<file path="config.mk">
export PLATFORM = sky130hd
export DESIGN_NAME = multicycle_ctrl
export DESIGN_NICKNAME = d
export VERILOG_FILES = /design/src/rtl/multicycle_ctrl.sv
export SDC_FILE = /design/constraint.sdc
export NUM_CORES = 1
export LEC_CHECK = 0
export CAP_MARGIN = 20
export CORE_UTILIZATION = 46
export CTS_CLUSTER_SIZE = 28
export DETAILED_ROUTE_END_ITERATION = 16
export GPL_TIMING_DRIVEN = 0
export PLACE_DENSITY = 0.9
export SLEW_MARGIN = 20
export SYNTH_ARGS = -nofsm -noshare
export SYNTH_HDL_FRONTEND = slang
export SYNTH_SLANG_ARGS = --single-unit
</file>
<file path="constraint.sdc">
create_clock -name clk -period 3.5 [get_ports clk]
set_clock_uncertainty 0.05 [all_clocks]
set_input_delay 0.525 -clock clk [delete_from_list [all_inputs] [get_ports clk]]
set_output_delay 0.525 -clock clk [all_outputs]
set_load 0.01 [all_outputs]
</file>
<file path="src/rtl/multicycle_ctrl.sv">
// Multicycle MIPS-subset controller.
// Walks FETCH/DECODE/EXEC/MEM/WB per instruction, latching opcode and funct
// in FETCH so that every control output follows the latched fields and never
// the live instruction bus. Also counts retired instructions.
module multicycle_ctrl (
  input  logic        clk,
  input  logic        reset,
  input  logic [31:0] instr,
  output logic        IRWrite,
  output logic        PCWrite,
  output logic [1:0]  npcsel,
  output logic [1:0]  RegDst,
  output logic        ALUSrc,
  output logic [1:0]  MemtoReg,
  output logic [1:0]  EXTop,
  output logic [1:0]  ALUctr,
  output logic        MemWrite,
  output logic        RegWrite,
  output logic [2:0]  state,
  output logic        illegal,
  output logic [31:0] icount
);

  typedef enum logic [2:0] {
    FETCH  = 3'd0,
    DECODE = 3'd1,
    EXEC   = 3'd2,
    MEM    = 3'd3,
    WB     = 3'd4
  } ctrlState_t;

  typedef enum logic [3:0] {
    K_ADDU, K_SUBU, K_JR, K_ORI, K_LUI, K_LW, K_SW, K_BEQ, K_JAL, K_BAD
  } instrKind_t;

  ctrlState_t curState;
  instrKind_t kind;
  logic [5:0] opReg;
  logic [5:0] functReg;
  logic       lastState;
  logic       unusedInstrBits;

  // The register and immediate fields are consumed by the datapath, not here.
  assign unusedInstrBits = ^instr[25:6];

  assign state = curState;

  // Classify the latched opcode/funct pair; anything unrecognised is illegal.
  always_comb begin
    kind = K_BAD;
    case (opReg)
      6'b000000: begin
        case (functReg)
          6'b100001: kind = K_ADDU;
          6'b100011: kind = K_SUBU;
          6'b001000: kind = K_JR;
          default:   kind = K_BAD;
        endcase
      end
      6'b001101: kind = K_ORI;
      6'b001111: kind = K_LUI;
      6'b100011: kind = K_LW;
      6'b101011: kind = K_SW;
      6'b000100: kind = K_BEQ;
      6'b000011: kind = K_JAL;
      default:   kind = K_BAD;
    endcase
  end

  // Control outputs from state plus instruction kind; reset low silences them all.
  always_comb begin
    IRWrite   = 1'b0;
    PCWrite   = 1'b0;
    npcsel    = 2'b00;
    RegDst    = 2'b00;
    ALUSrc    = 1'b0;
    MemtoReg  = 2'b00;
    EXTop     = 2'b00;
    ALUctr    = 2'b00;
    MemWrite  = 1'b0;
    RegWrite  = 1'b0;
    illegal   = 1'b0;
    lastState = 1'b0;
    if (reset) begin
      case (curState)
        DECODE:  lastState = (kind == K_JR) || (kind == K_BAD);
        EXEC:    lastState = (kind == K_BEQ);
        MEM:     lastState = (kind == K_SW);
        WB:      lastState = 1'b1;
        default: lastState = 1'b0;
      endcase
      IRWrite  = (curState == FETCH);
      PCWrite  = lastState;
      RegWrite = (curState == WB);
      MemWrite = (curState == MEM) && (kind == K_SW);
      illegal  = (curState == DECODE) && (kind == K_BAD);
      if (curState != FETCH) begin
        case (kind)
          K_ADDU: begin RegDst = 2'b01; ALUctr = 2'b00; end
          K_SUBU: begin RegDst = 2'b01; ALUctr = 2'b01; end
          K_JR:   npcsel = 2'b11;
          K_ORI:  begin ALUSrc = 1'b1; ALUctr = 2'b10; EXTop = 2'b00; end
          K_LUI:  begin ALUSrc = 1'b1; ALUctr = 2'b10; EXTop = 2'b10; end
          K_LW:   begin ALUSrc = 1'b1; EXTop = 2'b01; MemtoReg = 2'b01; end
          K_SW:   begin ALUSrc = 1'b1; EXTop = 2'b01; end
          K_BEQ:  begin npcsel = 2'b01; ALUctr = 2'b01; end
          K_JAL:  begin npcsel = 2'b10; RegDst = 2'b10; MemtoReg = 2'b10; end
          default: npcsel = 2'b00;
        endcase
      end
    end
  end

  // State sequencing, field latching in FETCH and retired-instruction counting.
  always_ff @(posedge clk) begin
    if (!reset) begin
      curState <= FETCH;
      opReg    <= 6'd0;
      functReg <= 6'd0;
      icount   <= 32'd0;
    end else begin
      if (PCWrite) begin
        icount <= icount + 32'd1;
      end
      case (curState)
        FETCH: begin
          opReg    <= instr[31:26];
          functReg <= instr[5:0];
          curState <= DECODE;
        end
        DECODE: begin
          if (kind == K_JAL) begin
            curState <= WB;
          end else if ((kind == K_JR) || (kind == K_BAD)) begin
            curState <= FETCH;
          end else begin
            curState <= EXEC;
          end
        end
        EXEC: begin
          if ((kind == K_LW) || (kind == K_SW)) begin
            curState <= MEM;
          end else if (kind == K_BEQ) begin
            curState <= FETCH;
          end else begin
            curState <= WB;
          end
        end
        MEM: begin
          if (kind == K_LW) begin
            curState <= WB;
          end else begin
            curState <= FETCH;
          end
        end
        WB:      curState <= FETCH;
        default: curState <= FETCH;
      endcase
    end
  end

endmodule
</file>
; ---- Word-level counts from Yosys, hierarchy flattened
; Index checks and enable logic that the tools add are counted.
[totals]
reg_bits = 47
in_bits = 34
output_inout_bits = 51
[classes]
reduce_logical = 13
mux = 32
addsub = 1
n_eq_ne = 22
[ops]
columns = op, count
row1 = 32-bit by 1-bit adder with 32-bit output (second input constant), 1
row2 = 4-bit one-hot mux with 7 select lines, 1
row3 = 6-bit == test (second input constant), 4
row4 = 2-bit 2-to-1 mux, 11
row5 = 6-bit by 4-bit == test with 1-bit output (second input constant), 3
row6 = 4-bit by 3-bit == test with 1-bit output (second input constant), 4
row7 = 2-bit one-hot mux with 2 select lines, 4
row8 = 3-bit 2-to-1 mux, 4
row9 = 3-bit one-hot mux with 4 select lines, 1
row10 = 4-bit one-hot mux with 3 select lines, 1
row11 = 4-bit by 2-bit == test with 1-bit output (second input constant), 2
row12 = 4-bit == test (second input constant), 2
row13 = 1-bit 2-to-1 mux, 8
row14 = 2-bit OR reduction, 4
row15 = 3-bit by 2-bit == test with 1-bit output (second input constant), 2
row16 = 6-bit by 2-bit == test with 1-bit output (second input constant), 1
row17 = 6-bit by 3-bit == test with 1-bit output (second input constant), 1
row18 = 6-bit logical NOT, 1
row19 = 2-bit one-hot mux with 3 select lines, 1
row20 = 4-bit by 1-bit == test with 1-bit output (second input constant), 1
row21 = 4-bit logical NOT, 1
row22 = 1-bit one-hot mux with 4 select lines, 1
row23 = 4-bit OR reduction, 1
row24 = 3-bit by 1-bit == test with 1-bit output (second input constant), 1
row25 = other kinds (5), 7

; ---- Longest topological paths before layout
; Gate-level depths: netlist of the first run.
[logic_depth]
word_depth = 8
ltp_mapped = 10

; ---- Worst setup path before layout of the first run
; OpenSTA, ideal clock, no wires.
[synth_timing]
path_kind = flip-flop to output port
start = reg opReg[3]
end = out MemWrite
slack_ns = 0.713
path_stages_with_launch = 6
t_arrival_ns = 2.212
n_path_buf = 1
cell_sequence = dfxtp_1 buf_6 or4_4 or2_1 or3_1 a2111oi_0
[synth_via]
elab_chain_cells = 5
elab_cells_between_ends = 11
cone_classes = 7 x eq/ne / 2 x mux / 2 x reduce/logical
[synth_rtl]
columns = item, line_no
row1 = "start, declared", 38  ; logic [5:0] opReg;
row2 = "start signal, assigned", 127  ; opReg <= instr[31:26];
row3 = 6-bit by 2-bit == test with 1-bit output (tied with other cells), 51  ; case (opReg)
row4 = 4-bit one-hot mux with 7 select lines (*), 51
row5 = 4-bit by 3-bit == test with 1-bit output (*), 95  ; MemWrite = (curState == MEM) && (kind == K_SW);
row6 = 1-bit logical AND (*), 95
row7 = 1-bit 2-to-1 mux (*), 84  ; if (reset) begin
row8 = "end, declared", 17  ; output logic MemWrite,
; Mark *: on every way between the ends. The rest lies on a longest branch, timed or not.

; ---- Final worst setup path of the first run
[layout_timing]
start = reg opReg[0]
end = out EXTop[1]
[layout_via]
elab_chain_cells = 7
elab_cells_between_ends = 15
cone_classes = 9 x eq/ne / 4 x mux / 2 x reduce/logical
[layout_rtl]
columns = item, line_no
row1 = 6-bit by 2-bit == test with 1-bit output (tied with other cells), 51
row2 = 4-bit one-hot mux with 7 select lines (*), 51
row3 = 4-bit by 3-bit == test with 1-bit output, 98  ; case (kind)
row4 = 2-bit OR reduction (no line), n/a
row5 = 2-bit one-hot mux with 2 select lines (*), 98
row6 = 2-bit 2-to-1 mux (*), 97  ; if (curState != FETCH) begin
row7 = 2-bit 2-to-1 mux (*), 84
row8 = "end, declared", 15  ; output logic [1:0] EXTop,
; Marks and branches as above.

==> metrics.md, run 1 <==
| Metric | Value |
|---|---|
| # diodes | 0 |
| Clock Path Buffers | 2 |
| Die area | between 5000 and 6000 µm² |
| Share of layout cells above drive strength 1 | 0.1105 |
| Io pins | 85 |
| Die height | ~76 µm |
| Cell Count, Final, Fillers Out | between 400 and 500 |
| RSZ-0062 raised after global routing | no |
| Power Dens Cells | approximately 460 nW/µm² |
| CTS buffer count | 5 |
| Share of the clock period used by the worst path | 0.9589 |
| IR drop worst, VDD | 0.0003350 V |
| CTS root buf | clkbuf_8 |
| Register area | roughly 940 µm² |
| Vias in the first global route | 2238 |
| Via density | just under 6 |
| Total gr overflow | 0 |
| Gr usage total | 0.2413 |
| WL final | approximately 6700 µm |
| Crit path arrival time | around 2.8 ns |
| Mapped Area | 2502 µm² |
| Slew HR | 0.5939 |
| Most frequent cells in the layout | 57 x clkdlybuf4s50_1, 46 x dfxtp_1, 32 x nor2_1 |
| H-tree levels | 2 |
| Starting density of the core | 0.4838 |
| Fmax | a little under 300 MHz |
| Final Setup Violations | 0 |
| Fin util | 0.6613 |
| Seq/Total Area, Yosys | 0.3760 |
| FILL cells | roughly 410 |
| Distinct cells, synth | 57 |
| DP HPWL | around 5000 µm |
| Placed cell count | approximately 430 |
| Drt first pass iters | 4 |
| Maximum capacitance violations | 0 |
| Die width | 75.76 µm |
| CP Launch Type | flip-flop |
| Biggest cell delay along the critical path | ~0.59 ns |
| Post-Synthesis Net Count | 334 |
| Post-synth top flop | dfxtp_1 |
| Critical path's slowest cell | clkdlybuf4s50_1 |
| ANT nets after route | 0 |
| Layout area overhead | 36.70% |
| Status | finished clean |
| Post-layout net count | between 400 and 500 |
| Async S/R FF share, synth | 0 |
| Worst-path fanout max | 9 |
| Crit path cell chain | buf_2 -> or3_1 -> a21o_1 -> a21o_1 -> or2_2 -> nor4_1 -> clkdlybuf4s50_1 |
| Slew Viols, Final | 0 |
| Syn. warnings | 0 |
| WS Path Type | reg -> out |
| Fin crit period | 3.356 ns |
| Routability cong. | ~0.9 |
| Largest net degree at the start of global routing | 16 |
| DRC | 0 |
| Lkg Pwr | about 1.2 nW |
| Skew-Pair Late Insertion Delay | slightly above 0.3 ns |
| TNS Setup | 0 ns |
| Worst-Margin Slew | approximately 0.61 ns |
| Critical path required time | slightly below 3 ns |
| Syn Area/Cell | 8.369 µm² |
| Vias after detailed routing | 2584 |
| Area of the multi-input gates | 1519 µm² |
| Post-detailed-route wirelength per cell | between 15 and 20 µm |
| Crit-path most repeated cell | a21o_1 |
| First-pass GRT wire length | roughly 11000 µm |
| Synth Instances | 299 |
| Number of DRC markers in iteration 0 | between 200 and 250 |
| Most common cell after layout, fill and taps aside | clkdlybuf4s50_1 |
| Core area | approximately 5200 µm² |
| TritonCTS clock tree | done |
| Clock slew seen by the registers of the worst setup and hold paths | approximately 0.090 ns |
| EDFF count, synth | 0 |
| Worst min-delay path class | reg -> reg |
| Final Hold Viols | 0 |
| PortBufs | 64 |
| Crit. End Element | output pin |
| Yosys reg bits | 47 |
| Placement Rows | 26 |
| Initial antenna violation count | 0 |
| Sink Count | 47 |
Yosys cell counts, drive strengths merged, types with 2 or more instances:
cell type,count,share of area
inv,5,0.0075
xnor2,3,0.011
a211oi,2,0.0060
and2,2,0.0050
o211ai,6,0.018
buf,7,0.017
or2,7,0.018
nor2,34,0.052
o31ai,4,0.012
nor4,6,0.026
o21ai,18,0.036
nor4b,2,0.0070
o2111ai,7,0.025
a21oi,20,0.040
nand3b,3,0.0090
a22o,11,0.038
nand4,4,0.010
xor2,15,0.053
a21o,2,0.0060
or4,6,0.020
nor3,7,0.016
and3,6,0.015
clkbuf,13,0.020
or3,11,0.028
nand2,17,0.025
nand2b,3,0.0075
nand4b,2,0.0070
nand3,10,0.020
a2111oi,2,0.0070
dfxtp,47,0.38
kinds of logic after synthesis:
group                    count (synthesis)  share of synthesized area
AND/OR/NAND/NOR                        123                     0.2735
AO/OA/AOI/OAI                           83                     0.2325
flip-flops                              47                     0.3760
buffers and inverters                   26                    0.04600
XOR/XNOR                                18                    0.06300
multiplexers                             1                   0.004000
adder cells (fa/ha/maj)                  1                   0.004999
critical path: cells and delay by family (launching register included):
kind	cells	cell delay, ns
compound gates	2	0.40
simple gates	3	1.03
buf+inv	2	0.75
flops	1	0.30
worst paths after layout:
kind	from	to	cells after the start	slack, ns
min reg2reg	functReg[3]$_SDFFE_PN0P_	functReg[3]$_SDFFE_PN0P_	1	0.46
max reg2reg	icount[3]$_SDFFE_PN0P_	icount[27]$_SDFFE_PN0P_	8	0.38
min	functReg[3]$_SDFFE_PN0P_	functReg[3]$_SDFFE_PN0P_	1	0.46
max	opReg[0]$_SDFFE_PN0P_	EXTop[1]	7	0.14
routing by layer:
metal,track usage,part of all wire,up-vias
met3,0.05159,0.052,14
met4,0.09877,0.019,0
met5,0,0,-
li1,-,-,1241
met1,0.3220,0.44,1237
met2,0.3776,0.48,92
sequential cells by signal, indices dropped and copies added, names as in the netlist:
name,count
icount,32
functReg,6
opReg,6
state,3
metrics by stage:
| step | worst slack [ns] | total power, mW | hold slack [ns] | cell area [µm²] |
|---|---|---|---|---|
| 5_1_grt | 0.01986 | 1.661 | 0.4787 | 3421 |
| 4_1_cts | -0.08204 | 1.551 | 0.4610 | 3363 |
| 2_1_floorplan | 0.7133 | 1.003 | 0.4052 | 2502 |
| 3_5_place_dp | -0.05032 | 1.180 | 0.4441 | 3231 |
| 6_report | 0.1440 | 1.585 | 0.4552 | 3421 |
| 3_3_place_gp | 0.003325 | 1.168 | 0.4263 | 3231 |
repair_timing:
item | 4_1_cts | 5_1_grt
cloned | 0 | 0
pin swaps | 2 | 0
setup buffers | 1 | 0
setup endpoints to repair | 7 | 7
endpoints found under the hold margin | 0 | 0
hold buffers | 0 | 0
gates resized for setup | 9 | 14
cell type report:
cell class	count	area share
sequential	47	0.2754
clock inverter	2	0.004023
clock buffer	6	0.02414
inverter	6	0.006584
timing repair buffer	65	0.1935
multi-input combinational	226	0.4440
buffer	19	0.02670
tap	70	0.02560
report_power, final:
group / internal (mW) / switching (mW) / leakage [nW] / total, mW
registers: 0.581 / 0.0494 / 0.382 / 0.631
logic: 0.246 / 0.348 / 0.799 / 0.594
clock network: 0.162 / 0.198 / 0.0516 / 0.360
Note: power is estimated with default switching activity, not from simulation.
==> run 2, diff against run 1 <==
--- a/config.mk
+++ b/config.mk
@@ -5,6 +5,7 @@
 export SDC_FILE = /design/constraint.sdc
 export NUM_CORES = 1
 export LEC_CHECK = 0
+export ABC_CLOCK_PERIOD_IN_PS = 3500
 export CAP_MARGIN = 20
 export CORE_UTILIZATION = 46
 export CTS_CLUSTER_SIZE = 28
==> results of run 2 <==
Same layout as run 1: the final DEF is identical, and so are final timing and power.
==> run 3, diff against run 2 <==
--- a/config.mk
+++ b/config.mk
@@ -7,10 +7,10 @@
 export LEC_CHECK = 0
 export ABC_CLOCK_PERIOD_IN_PS = 3500
 export CAP_MARGIN = 20
+export CORE_MARGIN = 3
 export CORE_UTILIZATION = 46
 export CTS_CLUSTER_SIZE = 28
 export DETAILED_ROUTE_END_ITERATION = 16
-export GPL_TIMING_DRIVEN = 0
 export PLACE_DENSITY = 0.9
 export SLEW_MARGIN = 20
 export SYNTH_ARGS = -nofsm -noshare
==> run 3 against run 2 <==
Net effect: hold slack better by 0.0061 ns; maximum frequency shrank 0.75%; design area is 1.5% lower; core utilization fell by 1.0 points.
==> metrics.md, run 3 (same netlist as run 1, synthesis figures left out) <==
| Metric | Value |
|---|---|
| Crit. End Element | output pin |
| Io pins | 85 (unchanged) |
| Cell Count, Final, Fillers Out | 431 (-2.3%) |
| Skew-Pair Late Insertion Delay | 0.30 ns (about the same) |
| Worst-Margin Slew | 0.7696 ns (+0.1604 ns) |
| Most frequent cells in the layout | 61 x clkdlybuf4s50_1, 46 x dfxtp_1, 32 x nor2_1 |
| Seq pwr share | 0.419 (+0.021) |
| Fin crit period | 3.381 ns (+0.02524 ns) |
| CTS root buf | clkbuf_8 |
| Starting density of the core | 0.4838 (unchanged) |
| WS Path Type | reg -> out |
| Biggest cell delay along the critical path | 0.58 ns (about the same) |
| Vias in the first global route | 2243 (+0.22%) |
| Reg-to-reg endpoint | icount[27]$_SDFFE_PN0P_ |
| Number of DRC markers in iteration 0 | 178 (-15%) |
| Status | finished clean |
| WL final | 6410 µm (-4.9%) |
| Lkg Pwr | 1.161 nW (-5.9%) |
| Critical path required time | 2.92 ns (about the same) |
| Drt first pass iters | 5 (+1) |
| Placed cell count | 423 (-2.3%) |
| Clock Path Buffers | 2 (unchanged) |
| FILL cells | 410 (+0.74%) |
| Maximum capacitance violations | 0 (unchanged) |
| Net Sw Frac | 0.3621 (-0.01379) |
| Final Setup Violations | 0 (unchanged) |
| Core area | 5172 µm² (unchanged) |
| Largest net degree at the start of global routing | 33 (+17) |
| Total net switching power | 560.0 µW (-6.0%) |
| Clock slew seen by the registers of the worst setup and hold paths | 0.08 ns (about the same) |
| Reg-to-Reg Start | opReg[5]$_SDFFE_PN0P_ |
| H-tree levels | 2 (unchanged) |
| Sink Count | 47 (unchanged) |
| Share of the clock period used by the worst path | 0.9661 (+0.007210) |
| Critical path destination | ALUctr[1] |
| Placement Rows | 26 (unchanged) |
| FF-to-FF path depth | 8 (unchanged) |
| IR drop worst, VDD | 0.0003684 V (+10%) |
| PortBufs | 64 (unchanged) |
| Hold buffers post-CTS | 0 (unchanged) |
| Biggest register | icount |
| CTS buffer count | 5 (unchanged) |
| Crit path cell chain | or4_4 -> or2_1 -> or3_4 -> nand2_2 -> nor4_2 -> a21oi_1 -> nor2_1 -> clkdlybuf4s50_1 |
| Die width | 79.76 µm (+5.3%) |
| First-pass GRT wire length | 10230 µm (-2.8%) |
| Slew Viols, Final | 0 (unchanged) |
| Slew HR | 0.4847 (-0.1092) |
| Fmax | 295.8 MHz (-0.75%) |
| Crit path from | opReg[5]$_SDFFE_PN0P_ |
| DP HPWL | 4576 µm (-5.8%) |
| P_int | 986.6 µW (-0.27%) |
| Gr usage total | 0.1981 (-0.04316) |
| Initial antenna violation count | 0 (unchanged) |
| Max FFs per register | 32 (unchanged) |
| TNS Setup | 0 ns (unchanged) |
| Power Dens Cells | 459.2 nW/µm² (-0.90%) |
| Worst Hold Depth | 1 (unchanged) |
| Comb pwr share | 0.356 (-0.019) |
| Post-detailed-route wirelength per cell | 14.87 µm (-2.7%) |
| Vias after detailed routing | 2524 (-2.3%) |
| Biggest regs | icount (32), functReg (6), opReg (6) |
| Routability cong. | 0.8939 (-1.1%) |
| Critical path's slowest cell | or4_4 |
| Clock Power Share | 0.224 (-0.003) |
| Die area | 6361 µm² (+11%) |
| Most common cell after layout, fill and taps aside | clkdlybuf4s50_1 |
| Register-to-register setup slack | 0.53 ns (+0.15 ns) |
| Die height | 79.76 µm (+5.3%) |
| Worst-path fanout max | 7 (-2) |
| TritonCTS clock tree | done |
| Total gr overflow | 0 (unchanged) |
| Worst min-delay path class | reg -> reg |
| DRC | 0 (unchanged) |
| Crit path arrival time | 2.81 ns (+0.03 ns) |
| # diodes | 0 (unchanged) |
| Share of layout cells above drive strength 1 | 0.1108 (+0.0002912) |
| Via density | 5.856 (about the same) |
| Final Hold Viols | 0 (unchanged) |
| Post-layout net count | 395 (-2.5%) |
| Layout area overhead | 34.60% |
| CP Launch Type | flip-flop |
| ANT nets after route | 0 (unchanged) |
-- run 3: changes by cell type in the layout (fill, tap and decap cells not counted), moves of 2 or more --
| cell | delta |
|---|---|
| a211oi_1 | +2 |
| buf_2 | -4 |
| buf_4 | +7 |
| clkbuf_1 | -12 |
| clkdlybuf4s50_1 | +4 |
| dlymetal6s2s_1 | -4 |
-- run 3: final cells by class --
cell class | instances | area, µm² | area share
multi-input combinational | 226 | 1500 | 0.4454
sequential | 47 | 942.2 | 0.2797
timing repair buffer | 74 | 719.4 | 0.2136
tap | 70 | 87.58 | 0.02600
clock buffer | 6 | 82.58 | 0.02452
inverter | 6 | 22.52 | 0.006686
clock inverter | 2 | 13.76 | 0.004086
-- run 3: per-layer routing --
metal / track usage / part of all wire / wire (µm)
met5: 0 / 0 / 0
met4: 0.06757 / 0.022 / 144
met3: 0.04628 / 0.059 / 379
met2: 0.3364 / 0.50 / 3210
met1: 0.2456 / 0.42 / 2675
-- run 3: power by group through the flow --
| stage | registers (mW) | clock network, mW | logic, mW |
|---|---|---|---|
| floorplan | 0.631 | 0 | 0.372 |
| global placement | 0.653 | 0 | 0.502 |
| detailed placement | 0.657 | 0 | 0.510 |
| CTS | 0.646 | 0.354 | 0.517 |
| global route | 0.657 | 0.373 | 0.596 |
| finish | 0.649 | 0.347 | 0.551 |
-- run 3: worst max-delay path, delay by kind of cell (launching register included) --
| kind | cells | cell delay [ns] |
|---|---|---|
| flops | 1 | 0.38 |
| buf+inv | 1 | 0.48 |
| simple gates | 6 | 1.46 |
| compound gates | 1 | 0.19 |
-- run 3: stage by stage --
stage | setup slack (ns) | power, mW | hold slack, ns | util | area (µm²)
final | 0.1188 | 1.547 | 0.4613 | 0.6512 | 3368
after global routing | -0.05533 | 1.627 | 0.4823 | 0.6512 | 3368
after CTS | 0.01770 | 1.517 | 0.4599 | 0.6405 | 3313
after detailed placement | 0.3091 | 1.167 | 0.4460 | 0.6212 | 3213
after global placement | 0.2228 | 1.155 | 0.4212 | 0.6212 | 3213
after floorplan | 0.7133 | 1.003 | 0.4052 | - | 2502
-- run 3: how the worst min path moves through the flow --
| stage | startpoint | end | slack [ns] |
|---|---|---|---|
| after floorplan | functReg[3]$_SDFFE_PN0P_ | functReg[3]$_SDFFE_PN0P_ | 0.41 |
| after global placement | functReg[3]$_SDFFE_PN0P_ | functReg[3]$_SDFFE_PN0P_ | 0.42 |
| after detailed placement | functReg[1]$_SDFFE_PN0P_ | functReg[1]$_SDFFE_PN0P_ | 0.45 |
| after CTS | icount[17]$_SDFFE_PN0P_ | icount[17]$_SDFFE_PN0P_ | 0.46 |
| after global routing | icount[17]$_SDFFE_PN0P_ | icount[17]$_SDFFE_PN0P_ | 0.48 |
| final | functReg[0]$_SDFFE_PN0P_ | functReg[0]$_SDFFE_PN0P_ | 0.46 |
-- run 3: what timing repair did --
action / in CTS / in global routing
buffers inserted: 0 / 0
gates resized for setup: 2 / 13
endpoints found under the setup margin: 3 / 6
